### src/rtl/toy_intr_pkg.sv
// Shared types and constants for the interrupt controller: op codes,
// pending-bit positions and the request FSM states.
package toy_intr_pkg;

    typedef enum logic [3:0] {
        INTR_SW  = 4'd3,
        INTR_TMR = 4'd7,
        INTR_EXT = 4'd11,
        INTR_DBG = 4'd15
    } intr_op_e;

    // Bit positions inside the pending / eligible / winner vectors.
    // sw/timer/ext line up with the csr_mie bits {meie, mtie, msie}.
    localparam int PEND_SW  = 0;
    localparam int PEND_TMR = 1;
    localparam int PEND_EXT = 2;
    localparam int PEND_DBG = 3;
    localparam int NUM_SRC  = 4;

    typedef enum logic [1:0] {
        IDLE     = 2'd0,
        REQ      = 2'd1,
        WAIT_CLR = 2'd2
    } intr_state_e;

endpackage

### src/rtl/toy_intr_ctrl_if.sv
// Request channel between the interrupt controller and the core front end.
// The controller (master) raises vld/op; the front end answers with rdy and,
// once the handler finishes, clr.
interface toy_intr_ctrl_if #(
    parameter int OP_W = 4
) ();
    logic            intr_vld;
    logic [OP_W-1:0] intr_op;
    logic            intr_rdy;
    logic            intr_clr;

    modport master (output intr_vld, output intr_op, input intr_rdy, input intr_clr);
    modport slave  (input intr_vld, input intr_op, output intr_rdy, output intr_clr);
endinterface

### src/rtl/toy_intr_prio_sel.sv
// Fixed-priority selector: debug > ext > sw > timer.
// Returns a one-hot winner vector and its op code.
module toy_intr_prio_sel
    import toy_intr_pkg::*;
(
    input  logic [NUM_SRC-1:0] elig,
    output logic [NUM_SRC-1:0] win,
    output intr_op_e           win_op,
    output logic               any_elig
);

    // Pick the highest-priority eligible source.
    always_comb begin
        // NOTE: every output gets a default first so no path through the
        // if/else chain leaves a value unassigned (which would infer a latch).
        win      = '0;
        win_op   = INTR_SW;
        any_elig = |elig;
        if (elig[PEND_DBG]) begin
            win[PEND_DBG] = 1'b1;
            win_op        = INTR_DBG;
        end else if (elig[PEND_EXT]) begin
            win[PEND_EXT] = 1'b1;
            win_op        = INTR_EXT;
        end else if (elig[PEND_SW]) begin
            win[PEND_SW] = 1'b1;
            win_op       = INTR_SW;
        end else if (elig[PEND_TMR]) begin
            win[PEND_TMR] = 1'b1;
            win_op        = INTR_TMR;
        end
    end

endmodule

### src/rtl/toy_intr_ctrl.sv
// Interrupt controller: latches sync pulses into pending bits, gates them
// with the CSR enables, and issues one request at a time to the front end.
module toy_intr_ctrl
    import toy_intr_pkg::*;
#(
    parameter int OP_W        = 4,
    parameter int CLR_TIMEOUT = 0
) (
    input  logic                  clk,
    input  logic                  rst_n,
    input  logic                  intr_meip_sync,
    input  logic                  intr_msip_sync,
    input  logic                  intr_mtip_sync,
    input  logic                  intr_debug_sync,
    input  logic                  csr_mstatus_mie,
    input  logic [2:0]            csr_mie,
    input  logic                  debug_mode,
    toy_intr_ctrl_if.master       intr_bus,
    output logic [NUM_SRC-1:0]    intr_pend
);

    // A zero timeout still needs a legal one-bit counter; it just never fires.
    localparam int               CNT_W      = (CLR_TIMEOUT > 0) ? $clog2(CLR_TIMEOUT + 1) : 1;
    localparam logic [CNT_W-1:0] CNT_MAX    = CNT_W'(CLR_TIMEOUT);
    localparam bit               TIMEOUT_EN = (CLR_TIMEOUT > 0);

    intr_state_e        state_q, state_d;
    logic [NUM_SRC-1:0] pend_q, pend_d, pend_clr;
    logic [NUM_SRC-1:0] win_q, win_d;
    logic [NUM_SRC-1:0] sync_vec, elig, sel_win;
    logic               vld_q, vld_d;
    logic [3:0]         op_q, op_d;
    logic [CNT_W-1:0]   cnt_q, cnt_d, cnt_inc;
    intr_op_e           sel_op;
    logic               any_elig, irq_en, keep_req, timeout_hit;

    assign sync_vec = {intr_debug_sync, intr_meip_sync, intr_mtip_sync, intr_msip_sync};

    // Gate pending bits with the enables; debug only respects debug_mode.
    always_comb begin
        irq_en         = csr_mstatus_mie & ~debug_mode;
        elig           = '0;
        elig[PEND_SW]  = pend_q[PEND_SW]  & csr_mie[0] & irq_en;
        elig[PEND_TMR] = pend_q[PEND_TMR] & csr_mie[1] & irq_en;
        elig[PEND_EXT] = pend_q[PEND_EXT] & csr_mie[2] & irq_en;
        elig[PEND_DBG] = pend_q[PEND_DBG] & ~debug_mode;
    end

    toy_intr_prio_sel u_prio_sel (
        .elig     (elig),
        .win      (sel_win),
        .win_op   (sel_op),
        .any_elig (any_elig)
    );

    // A request in flight stays up while its source is still eligible;
    // a debug request is never withdrawn.
    assign keep_req    = win_q[PEND_DBG] | (|(win_q & elig));
    assign cnt_inc     = (cnt_q == CNT_MAX) ? cnt_q : cnt_q + CNT_W'(1);
    assign timeout_hit = TIMEOUT_EN && (cnt_inc == CNT_MAX);

    // Next-state, request outputs and pending-clear for the request FSM.
    always_comb begin
        state_d  = state_q;
        vld_d    = vld_q;
        op_d     = op_q;
        win_d    = win_q;
        cnt_d    = cnt_q;
        pend_clr = '0;
        unique case (state_q)
            IDLE: begin
                if (any_elig) begin
                    state_d = REQ;
                    vld_d   = 1'b1;
                    op_d    = sel_op;
                    win_d   = sel_win;
                end
            end
            REQ: begin
                if (intr_bus.intr_rdy) begin
                    pend_clr = win_q;
                    vld_d    = 1'b0;
                    cnt_d    = '0;
                    state_d  = WAIT_CLR;
                end else if (!keep_req) begin
                    vld_d   = 1'b0;
                    state_d = IDLE;
                end
            end
            WAIT_CLR: begin
                if (intr_bus.intr_clr || timeout_hit) begin
                    state_d = IDLE;
                end else begin
                    cnt_d = cnt_inc;
                end
            end
            default: begin
                state_d = IDLE;
                vld_d   = 1'b0;
            end
        endcase
    end

    // Acceptance clears the winner's bit, but a new pulse in the same cycle wins.
    assign pend_d = (pend_q & ~pend_clr) | sync_vec;

    // State registers; reset drops everything, including pending interrupts.
    always_ff @(posedge clk or negedge rst_n) begin
        if (!rst_n) begin
            state_q <= IDLE;
            pend_q  <= '0;
            win_q   <= '0;
            vld_q   <= 1'b0;
            op_q    <= '0;
            cnt_q   <= '0;
        end else begin
            // NOTE: non-blocking assignments so every flop samples the values
            // from before this edge, independent of statement order.
            state_q <= state_d;
            pend_q  <= pend_d;
            win_q   <= win_d;
            vld_q   <= vld_d;
            op_q    <= op_d;
            cnt_q   <= cnt_d;
        end
    end

    assign intr_bus.intr_vld = vld_q;
    assign intr_bus.intr_op  = OP_W'(op_q);
    assign intr_pend         = pend_q;

endmodule

### src/flat_wrapper.sv
// flat-port wrapper written by rule: the top's interface ports become plain ports
module toy_intr_ctrl_flat import toy_intr_pkg::*;
#(
    parameter int OP_W        = 4,
    parameter int CLR_TIMEOUT = 0
)
  (clk, rst_n, intr_meip_sync, intr_msip_sync, intr_mtip_sync, intr_debug_sync, csr_mstatus_mie, csr_mie, debug_mode, intr_pend, intr_bus_intr_vld, intr_bus_intr_op, intr_bus_intr_rdy, intr_bus_intr_clr);
  toy_intr_ctrl_if #(.OP_W(OP_W)) intr_bus_i ();
  input  logic clk;
  input  logic rst_n;
  input  logic intr_meip_sync;
  input  logic intr_msip_sync;
  input  logic intr_mtip_sync;
  input  logic intr_debug_sync;
  input  logic csr_mstatus_mie;
  input  logic [2:0] csr_mie;
  input  logic debug_mode;
  output logic [NUM_SRC-1:0] intr_pend;
  output wire logic [$bits(intr_bus_i.intr_vld)-1:0] intr_bus_intr_vld;
  output wire logic [$bits(intr_bus_i.intr_op)-1:0] intr_bus_intr_op;
  input wire logic [$bits(intr_bus_i.intr_rdy)-1:0] intr_bus_intr_rdy;
  input wire logic [$bits(intr_bus_i.intr_clr)-1:0] intr_bus_intr_clr;
  assign intr_bus_intr_vld = intr_bus_i.intr_vld;
  assign intr_bus_intr_op = intr_bus_i.intr_op;
  assign intr_bus_i.intr_rdy = intr_bus_intr_rdy;
  assign intr_bus_i.intr_clr = intr_bus_intr_clr;
  toy_intr_ctrl #(.OP_W(OP_W), .CLR_TIMEOUT(CLR_TIMEOUT)) u_core (.clk(clk), .rst_n(rst_n), .intr_meip_sync(intr_meip_sync), .intr_msip_sync(intr_msip_sync), .intr_mtip_sync(intr_mtip_sync), .intr_debug_sync(intr_debug_sync), .csr_mstatus_mie(csr_mstatus_mie), .csr_mie(csr_mie), .debug_mode(debug_mode), .intr_bus(intr_bus_i), .intr_pend(intr_pend));
endmodule
### config.mk
export PLATFORM = sky130hd
export DESIGN_NAME = toy_intr_ctrl_flat
export DESIGN_NICKNAME = d
export VERILOG_FILES = /design/src/rtl/toy_intr_pkg.sv /design/src/rtl/toy_intr_ctrl_if.sv /design/src/rtl/toy_intr_prio_sel.sv /design/src/rtl/toy_intr_ctrl.sv /design/src/flat_wrapper.sv
export SDC_FILE = /design/constraint.sdc
export NUM_CORES = 1
export LEC_CHECK = 0
export BUFFER_PORTS_ARGS = -buffer_cell sky130_fd_sc_hd__buf_2
export CAP_MARGIN = 40
export CORE_ASPECT_RATIO = 1.2
export CORE_MARGIN = 4
export CORE_UTILIZATION = 49
export DETAILED_ROUTE_END_ITERATION = 10
export PLACE_DENSITY = 0.76
export SKIP_LAST_GASP = 1
export SLEW_MARGIN = 10
export SYNTH_ARGS = -nofsm -noshare
export SYNTH_HDL_FRONTEND = slang
export SYNTH_HIERARCHICAL = 1
export SYNTH_SLANG_ARGS = --single-unit
### constraint.sdc
create_clock -name clk -period 2.1 [get_ports clk]
set_input_delay 0.21 -clock clk [delete_from_list [all_inputs] [get_ports clk]]
set_output_delay 0.21 -clock clk [all_outputs]
set_load 0.03 [all_outputs]
Word-level counts from Yosys, hierarchy flattened
Index checks and enable logic that the tools add are counted.

storage, ports and cells
  input port bits = 13
  logic and storage cells = 53
  output and inout bits = 9
  flip-flop bits (word level) = 15

operators by class
  eq/ne operators = 5
  reductions and logical operators = 6
  bitwise operators = 15
  multiplexer cells = 22

operators with widths
  kind                                                                   count
  4-bit two-way mux                                                      4
  2-bit two-way mux                                                      5
  3-bit two-way mux                                                      3
  1-bit AND                                                              8
  4-bit AND                                                              2
  1-bit two-way mux                                                      8
  4-bit OR reduction                                                     2
  2-bit one-hot mux with 3 select lines                                  1
  3-bit AND reduction                                                    2
  4-bit inverter                                                         1
  4-bit OR                                                               1
  3-bit != test, second input constant                                   1
  1-bit one-hot mux with 3 select lines                                  1
  2-bit by 1-bit equality test with 1-bit output, second input constant  1
  2-bit equality test, second input constant                             1
  2-bit logical NOT                                                      1
  2-bit by 1-bit != test with 1-bit output, second input constant        1
  2-bit != test, second input constant                                   1
  1-bit inverter                                                         2
  2-bit AND reduction                                                    1
  1-bit OR                                                               1

Logic depth before layout (Yosys ltp)
Gate-level depths: netlist (run 1).

  word-level depth = 9
  mapped depth = 7
  gate-level depth less buffers = 6

Cells and area by module
Netlist (run 1), hierarchy kept.

modules (own cells, without submodules)
  module             seq. area each (um^2)  times used  area each (um^2)  cells each
  toy_intr_ctrl      375.4                  1           709.4             51
  toy_intr_prio_sel  0.0                    1           72.6              12

Worst setup path before layout (run 1)
OpenSTA, ideal clock, no wires.

  path type = register to register
  from = register u_core.pend_q[2], in the netlist u_core/intr_pend[2]
  to = register u_core.op_q[0], in the netlist u_core/intr_bus.intr_op[0]
  clock period less this slack = 2.039 ns
  path buffers = 1
  arrival time = 1.914 ns
  required time = 1.975 ns
  slack = 0.061 ns
  stages on the path, launching flop included = 7
  cells stage by stage = dfrtp_1 and4b_1 or2_4 or3_1 nor3b_2 buf_6 mux2_4

between the ends
  longest elaborated chain between the ends = 4
  elaborated cells between the ends (all ways) = 6
  classes of those cells = 2 x mux; 2 x bitwise; 2 x reduce/logical

RTL lines
  element                               line                     RTL
  start, declared                       toy_intr_ctrl.sv:28      logic [NUM_SRC-1:0] pend_q, pend_d, pend_clr;
  start signal, assigned                toy_intr_ctrl.sv:120     pend_q <= pend_d;
  1-bit AND (2 in series)               toy_intr_ctrl.sv:45      elig[PEND_EXT] = pend_q[PEND_EXT] & csr_mie[2] & irq_en;
  net u_core.elig[2]                    toy_intr_ctrl.sv:30      logic [NUM_SRC-1:0] sync_vec, elig, sel_win;
  4-bit OR reduction                    toy_intr_prio_sel.sv:18  any_elig = |elig;
  net u_core.any_elig                   toy_intr_ctrl.sv:35      logic any_elig, irq_en, keep_req, timeout_hit;
  2-bit AND reduction (no source line)  -
  end signal, assigned                  toy_intr_ctrl.sv:123     op_q <= op_d;
  end, declared                         toy_intr_ctrl.sv:32      logic [3:0] op_q, op_d;

The timed path passes the listed nets, and every way through them passes these cells.
A chain may end at the register's enable or synchronous reset.

Worst setup path in the final report (run 1)
  from = register u_core.pend_q[2], in the netlist u_core/intr_pend[2]
  to = register u_core.state_q[0]

between the ends
  elaborated cells between the ends (all ways) = 9
  classes of those cells = 2 x eq/ne; 4 x bitwise; 3 x reduce/logical

RTL lines
  element                                                    line                     RTL
  1-bit AND (2 in series)                                    toy_intr_ctrl.sv:45
  net u_core.elig[2]                                         toy_intr_ctrl.sv:30
  4-bit OR reduction                                         toy_intr_prio_sel.sv:18
  net u_core.any_elig                                        toy_intr_ctrl.sv:35
  2-bit by 1-bit != test with 1-bit output (no source line)  -
  3-bit AND reduction (no source line)                       -
  end signal, assigned                                       toy_intr_ctrl.sv:119     state_q <= state_d;
  end, declared                                              toy_intr_ctrl.sv:27      intr_state_e state_q, state_d;

The timed path passes the listed nets, and every way through them passes these cells.

==> run_results.csv, run 1 <==
group,metric,value,unit
yosys,async_reset_ff_frac,1.00,
floorplan,dieArea,0.00230,mm²
worst_setup_path,startpoint_type,"register",
detailed_routing,vias,549,
worst_setup_path,cpPeakStageDelay,0.40,ns
worst_setup_path,slowest_stage,"dfrtp_1",
cts,cts_root_buf,"clkbuf_4",
worst_setup_path,end_kind,"register",
grt,grt_pass1_wl,2210,µm
timing,hold-worst-slack,0.100,ns
detailed_routing,avgViaCountPerCell,5.08,
detailed_routing,wire_per_inst,12.7,µm
cells_and_area,regArea,375,µm²
pwr,leakagePower,0.454,nW
timing,clock.fmax,0.506,GHz
yosys,syn_inst,63,
detailed_routing,first_pass_iters,4,
grt,grt.overflow.total,0,
timing,maxSlewViolCount,0,
cells_and_area,final_cell_count_no_fill,108,
floorplan,ioPinCount,22,
yosys,synth_edf_count,0,
cts,clock_sinks,15,
timing,fin_tns_setup,0,ns
floorplan,die_h,51.8,µm
pwr,vdd_ir_drop_max,0.000619,V
yosys,yosysTopAreaCell,"dfrtp_1",
yosys,ys_warn_count,6,
yosys,synth_top_area_frac,0.480,
worst_setup_path,crit_arrival,2.15,ns
job,cap_violations,0,
yosys,synth.most_common_cell,"dfrtp_1",
cells_and_area,fin_nets,105,
cells_and_area,diodes,0,
grt,track_usage,0.131,
place,dp.cells,103,
hold_path,hold_class,"in -> reg",
place,placed_area,916,µm²
timing,rsz0062_at_grt,"no",
cells_and_area,syn2layout_area_growth,22.6,%
yosys,yosys-top-cells-count,"dfrtp_1 (15), mux2_4 (8)",
cts,cts_tree,"yes",
detailed_routing,drt_iter0_markers,5,
grt,grt_pass1_vias,539,
grt,grt_max_degree,16,
yosys,synth_cell_types,24,
cells_and_area,final_core_util,0.655,
timing,period_minus_slack,1.98,ns
detailed_routing,drt-total-wl,1370,µm
worst_setup_path,required,2.27,ns
cells_and_area,multi_input_area,379,µm²
yosys,synth_flop_cell,"dfrtp_1",
cts,clkTransAtPathRegs,0.09,ns
yosys,synth.top_cells.by_area,"dfrtp_1 (48%), mux2_4 (15%), and4b_1 (3.8%)",
yosys,ys_seq_area_frac,0.480,
cts,post-cts-setup-buffers,0,
floorplan,rows,15,
worst_setup_path,crit_type,"reg -> reg",
timing,hold_violations,0,
yosys,synth_area,782,µm²
grt,antenna_found_initial,0,
place,routabilityCongestion,0.804,
cts,insertion_delay,0.28,ns
cts,cts_buffers,3,
cells_and_area,design_area,958,µm²
cts,cts_max_path_buffers,2,
floorplan,die_width,44.5,µm
worst_setup_path,worstPathCellList,"and4b_1 -> or2_4 -> or3_1 -> nor3b_4 -> buf_4 -> a211oi_2 -> a21oi_2",
timing,finalSetupViolCount,0,
floorplan,start_util,0.534,
floorplan,core_area,0.00146,mm²
cells_and_area,fill_cells,118,
yosys,syn_area_per_cell,12.4,µm²
yosys,synth_seq_cells,15,
timing,fin_crit_sh,0.941,
run_status,outcome,"finished clean",
worst_setup_path,r2r_setup_slack,0.12,ns
cts,cts.htree.levels,1,
worst_setup_path,worst-path-max-fanout,6,
pwr,p_per_area,1190,mW/mm²
timing,finClkSkew,0.00463,ns
detailed_routing,drcViolationCount,0,
place,portBuffers,21,
detailed_routing,postRouteAntennaNets,0,
cells_and_area,drive_above_1_share,0.495,
place,hpwl,1070,µm
where the power goes:
| group | switching (mW) | total (mW) | internal [mW] | leakage (nW) |
|---|---|---|---|---|
| Combinational | 0.260 | 0.523 | 0.263 | 0.267 |
| Sequential | 0.0823 | 0.462 | 0.380 | 0.172 |
| Clock | 0.0860 | 0.160 | 0.0736 | 0.0150 |
| Total | 0.429 | 1.15 | 0.717 | 0.454 |
routing by layer:
metal  global-route usage  up-vias  share of wire
li1                     -      275              -
met5                    0        -              0
met2                0.203       17           0.46
met1                0.169      255           0.49
met3               0.0311        2          0.050
met4               0.0603        0         0.0051
final timing paths:
check / startpoint / endpoint / cells after the start
worst max-delay path: u_core/intr_pend[2] / u_core/state_q[0] / 7
worst min-delay path: intr_msip_sync / u_core/intr_pend[0] / 2
worst max register to register: u_core/intr_pend[2] / u_core/state_q[0] / 7
worst min register to register: u_core/intr_pend[0] / u_core/intr_pend[0] / 1
max in group asynchronous: rst_n / u_core/intr_bus.intr_op[1] / 2
min in group asynchronous: rst_n / u_core/state_q[0] / 2
cells by family after synthesis:
kind of cell,Yosys count,share of synthesized area
other cells,1,0.00480
mux,8,0.154
flops,15,0.480
compound gates,12,0.131
buf+inv,5,0.0480
simple gates,22,0.182
critical path, delay by kind of cell, from the launching register on:
| kind | cells | cell delay (ns) |
|---|---|---|
| AO/OA/AOI/OAI | 2 | 0.31 |
| buffers and inverters | 1 | 0.18 |
| flip-flops | 1 | 0.40 |
| AND/OR/NAND/NOR | 4 | 0.97 |
layout by cell type, fill, tap and decap left out:
cell type      synthesis  routed
clkbuf_4               0       3
or3_1                  1       1
buf_4                  3       5
buf_2                  0      21
a21o_2                 2       2
or2_4                  1       1
a21o_1                 4       4
clkbuf_1               0       1
a211oi_2               1       1
dlygate4sd3_1          0       1
nor2_1                 4       4
a21oi_1                1       1
conb_1                 1       2
dfrtp_1               15      15
and4b_1                3       3
a32oi_1                1       1
o21bai_1               1       1
a22oi_2                1       1
nand2_1                4       4
mux2_4                 8       8
a21oi_2                1       1
nand2b_1               4       4
nor2b_1                2       2
inv_1                  1       1
and3b_2                1       1
nor3b_4                0       1
nor3b_1                1       1
metrics by stage:
stage	setup WS, ns	total power [mW]
final	0.123	1.15
after floorplan	0.0610	0.864
after CTS	0.0768	1.14
after global routing	0.0230	1.21
after detailed placement	0.100	0.981
after global placement	0.0699	0.964
layout make-up:
cell class | instances | area share
tap | 17 | 0.0222
multi-input combinational | 44 | 0.396
timing repair buffer | 27 | 0.159
inverter | 1 | 0.00392
sequential | 15 | 0.392
clock buffer | 4 | 0.0274
repair_timing:
action | in CTS | in global routing
setup endpoints to repair | 0 | 3
gates resized for setup | 0 | 1
hold buffers | 1 | 0
hold endpoints to repair | 15 | 0
registers in the layout, indices dropped and copies added, names as in the netlist:
register	count
u_core/intr_bus.intr_op	4
u_core/intr_bus.intr_vld	1
u_core/intr_pend	4
u_core/state_q	2
u_core/win_q	4
Power figures use the tool's default switching activity.
==> run 2: changes to the inputs <==
--- a/config.mk
+++ b/config.mk
@@ -8,7 +8,7 @@
 export BUFFER_PORTS_ARGS = -buffer_cell sky130_fd_sc_hd__buf_2
 export CAP_MARGIN = 40
 export CORE_ASPECT_RATIO = 1.2
-export CORE_MARGIN = 4
+export CORE_MARGIN = 5
 export CORE_UTILIZATION = 49
 export DETAILED_ROUTE_END_ITERATION = 10
 export PLACE_DENSITY = 0.76
==> run 2 against run 1 <==
  * Worst hold slack worse by 0.014 ns
  * Wire length is 8.5% higher
  * Utilization is 1.2 points lower
  * Global-route usage is 2.1 points higher
  * Final cell count stayed put
  * Largest power group unchanged
  * Via count is 0.91% higher
==> run_results.csv, run 2 (synthesis results as in run 1) <==
group,metric,value,unit
detailed_routing,postRouteAntennaNets,0,
timing,clock.fmax,0.507,GHz
grt,antenna_found_initial,0,
grt,track_usage,0.152,
timing,hold_violations,0,
timing,finClkSkew,0.00284,ns
timing,hold-worst-slack,0.0868,ns
cells_and_area,regArea,375,µm²
place,dpl_worst_slack,0.146,ns
worst_setup_path,required,2.28,ns
cts,cts_root_buf,"clkbuf_4",
floorplan,rows,15,
timing,fin_tns_setup,0,ns
detailed_routing,drt_iter0_markers,8,
worst_setup_path,end_kind,"register",
cells_and_area,multi_input_area,373,µm²
cells_and_area,final_core_util,0.643,
cts,insertion_delay,0.29,ns
detailed_routing,drt-total-wl,1490,µm
cts,cts_buffers,3,
pwr,p_per_area,1200,mW/mm²
floorplan,core_area,0.00148,mm²
place,dp.cells,103,
pwr,total_power,1.15,mW
cts,post-cts-setup-buffers,0,
worst_setup_path,crit_arrival,2.16,ns
floorplan,dieArea,0.00250,mm²
cells_and_area,design_area,953,µm²
pwr,leakagePower,0.455,nW
timing,worst_slack,0.128,ns
worst_setup_path,worst-path-max-fanout,9,
timing,period_minus_slack,1.97,ns
detailed_routing,drcViolationCount,0,
floorplan,start_util,0.527,
timing,maxSlewViolCount,0,
detailed_routing,wire_per_inst,13.8,µm
detailed_routing,avgViaCountPerCell,5.13,
cts,cts.htree.levels,1,
cells_and_area,syn2layout_area_growth,21.9,%
timing,rsz0062_at_grt,"no",
detailed_routing,first_pass_iters,3,
detailed_routing,vias,554,
cells_and_area,diodes,0,
place,hpwl,1150,µm
cells_and_area,fill_cells,119,
hold_path,min_path_cells,2,
job,cap_violations,0,
cells_and_area,final_cell_count_no_fill,108,
worst_setup_path,r2r_cells,6,
worst_setup_path,startpoint_type,"register",
timing,fin_crit_sh,0.939,
cts,clock_sinks,15,
place,placed_area,916,µm²
floorplan,die_width,46.5,µm
place,portBuffers,21,
cts,clkTransAtPathRegs,0.09,ns
worst_setup_path,crit_type,"reg -> reg",
grt,grt_pass1_wl,2580,µm
cells_and_area,drive_above_1_share,0.505,
cells_and_area,final_cell_mix,"buf_2 (21), dfrtp_1 (15), mux2_4 (8)",
floorplan,die_h,53.8,µm
grt,grt_pass1_vias,564,
floorplan,ioPinCount,22,
grt,grt.overflow.total,0,
pwr,vdd_ir_drop_max,0.000835,V
timing,finalSetupViolCount,0,
cells_and_area,final_common_cell,"buf_2",
cts,cts_tree,"yes",
cells_and_area,fin_nets,105,
run_status,outcome,"finished clean",
grt,grt_max_degree,16,
place,routabilityCongestion,0.772,
cts,cts_max_path_buffers,2,
hold_path,hold_class,"in -> reg",
run 2: what timing repair did:
item / CTS / global route
resized for setup: 0 / 0
hold endpoints to repair: 15 / 0
hold buffers: 1 / 0
run 2: where the power goes:
part           total, mW  switching (mW)  internal (mW)
combinational      0.514           0.258          0.257
sequential         0.462          0.0819          0.380
clock              0.171          0.0996         0.0710
run 2: layout make-up:
type / instances / area share
clock buffer: 3 / 0.0236
sequential: 15 / 0.394
multi-input combinational: 44 / 0.391
clock inverter: 1 / 0.00525
inverter: 1 / 0.00394
tap: 17 / 0.0223
timing repair buffer: 27 / 0.160
run 2: per-layer routing:
layer  track usage  wire (µm)  vias to the layer above
li1              -          -                      272
met1         0.192        662                      261
met2         0.222        699                       16
met3        0.0334         70                        5
met4         0.114         53                        0
met5             0          0                        -
run 2: worst paths after layout:
path / from / to / slack (ns)
min: intr_debug_sync / u_core/intr_pend[3] / 0.09
max reg2reg: u_core/intr_pend[2] / u_core/intr_bus.intr_op[3] / 0.13
min reg2reg: u_core/intr_pend[2] / u_core/intr_pend[2] / 0.51
min in group asynchronous: rst_n / u_core/intr_pend[2] / 0.35
max in group asynchronous: rst_n / u_core/win_q[1] / 1.51
max: u_core/intr_pend[2] / u_core/intr_bus.intr_op[3] / 0.13
run 2: worst max-delay path, cell delays in order, from the launching register on:
cell,delay (ns)
dfrtp_1,0.40
and4b_1,0.20
or2_4,0.25
or3_1,0.34
nor3b_2,0.18
buf_4,0.19
mux2_4,0.30
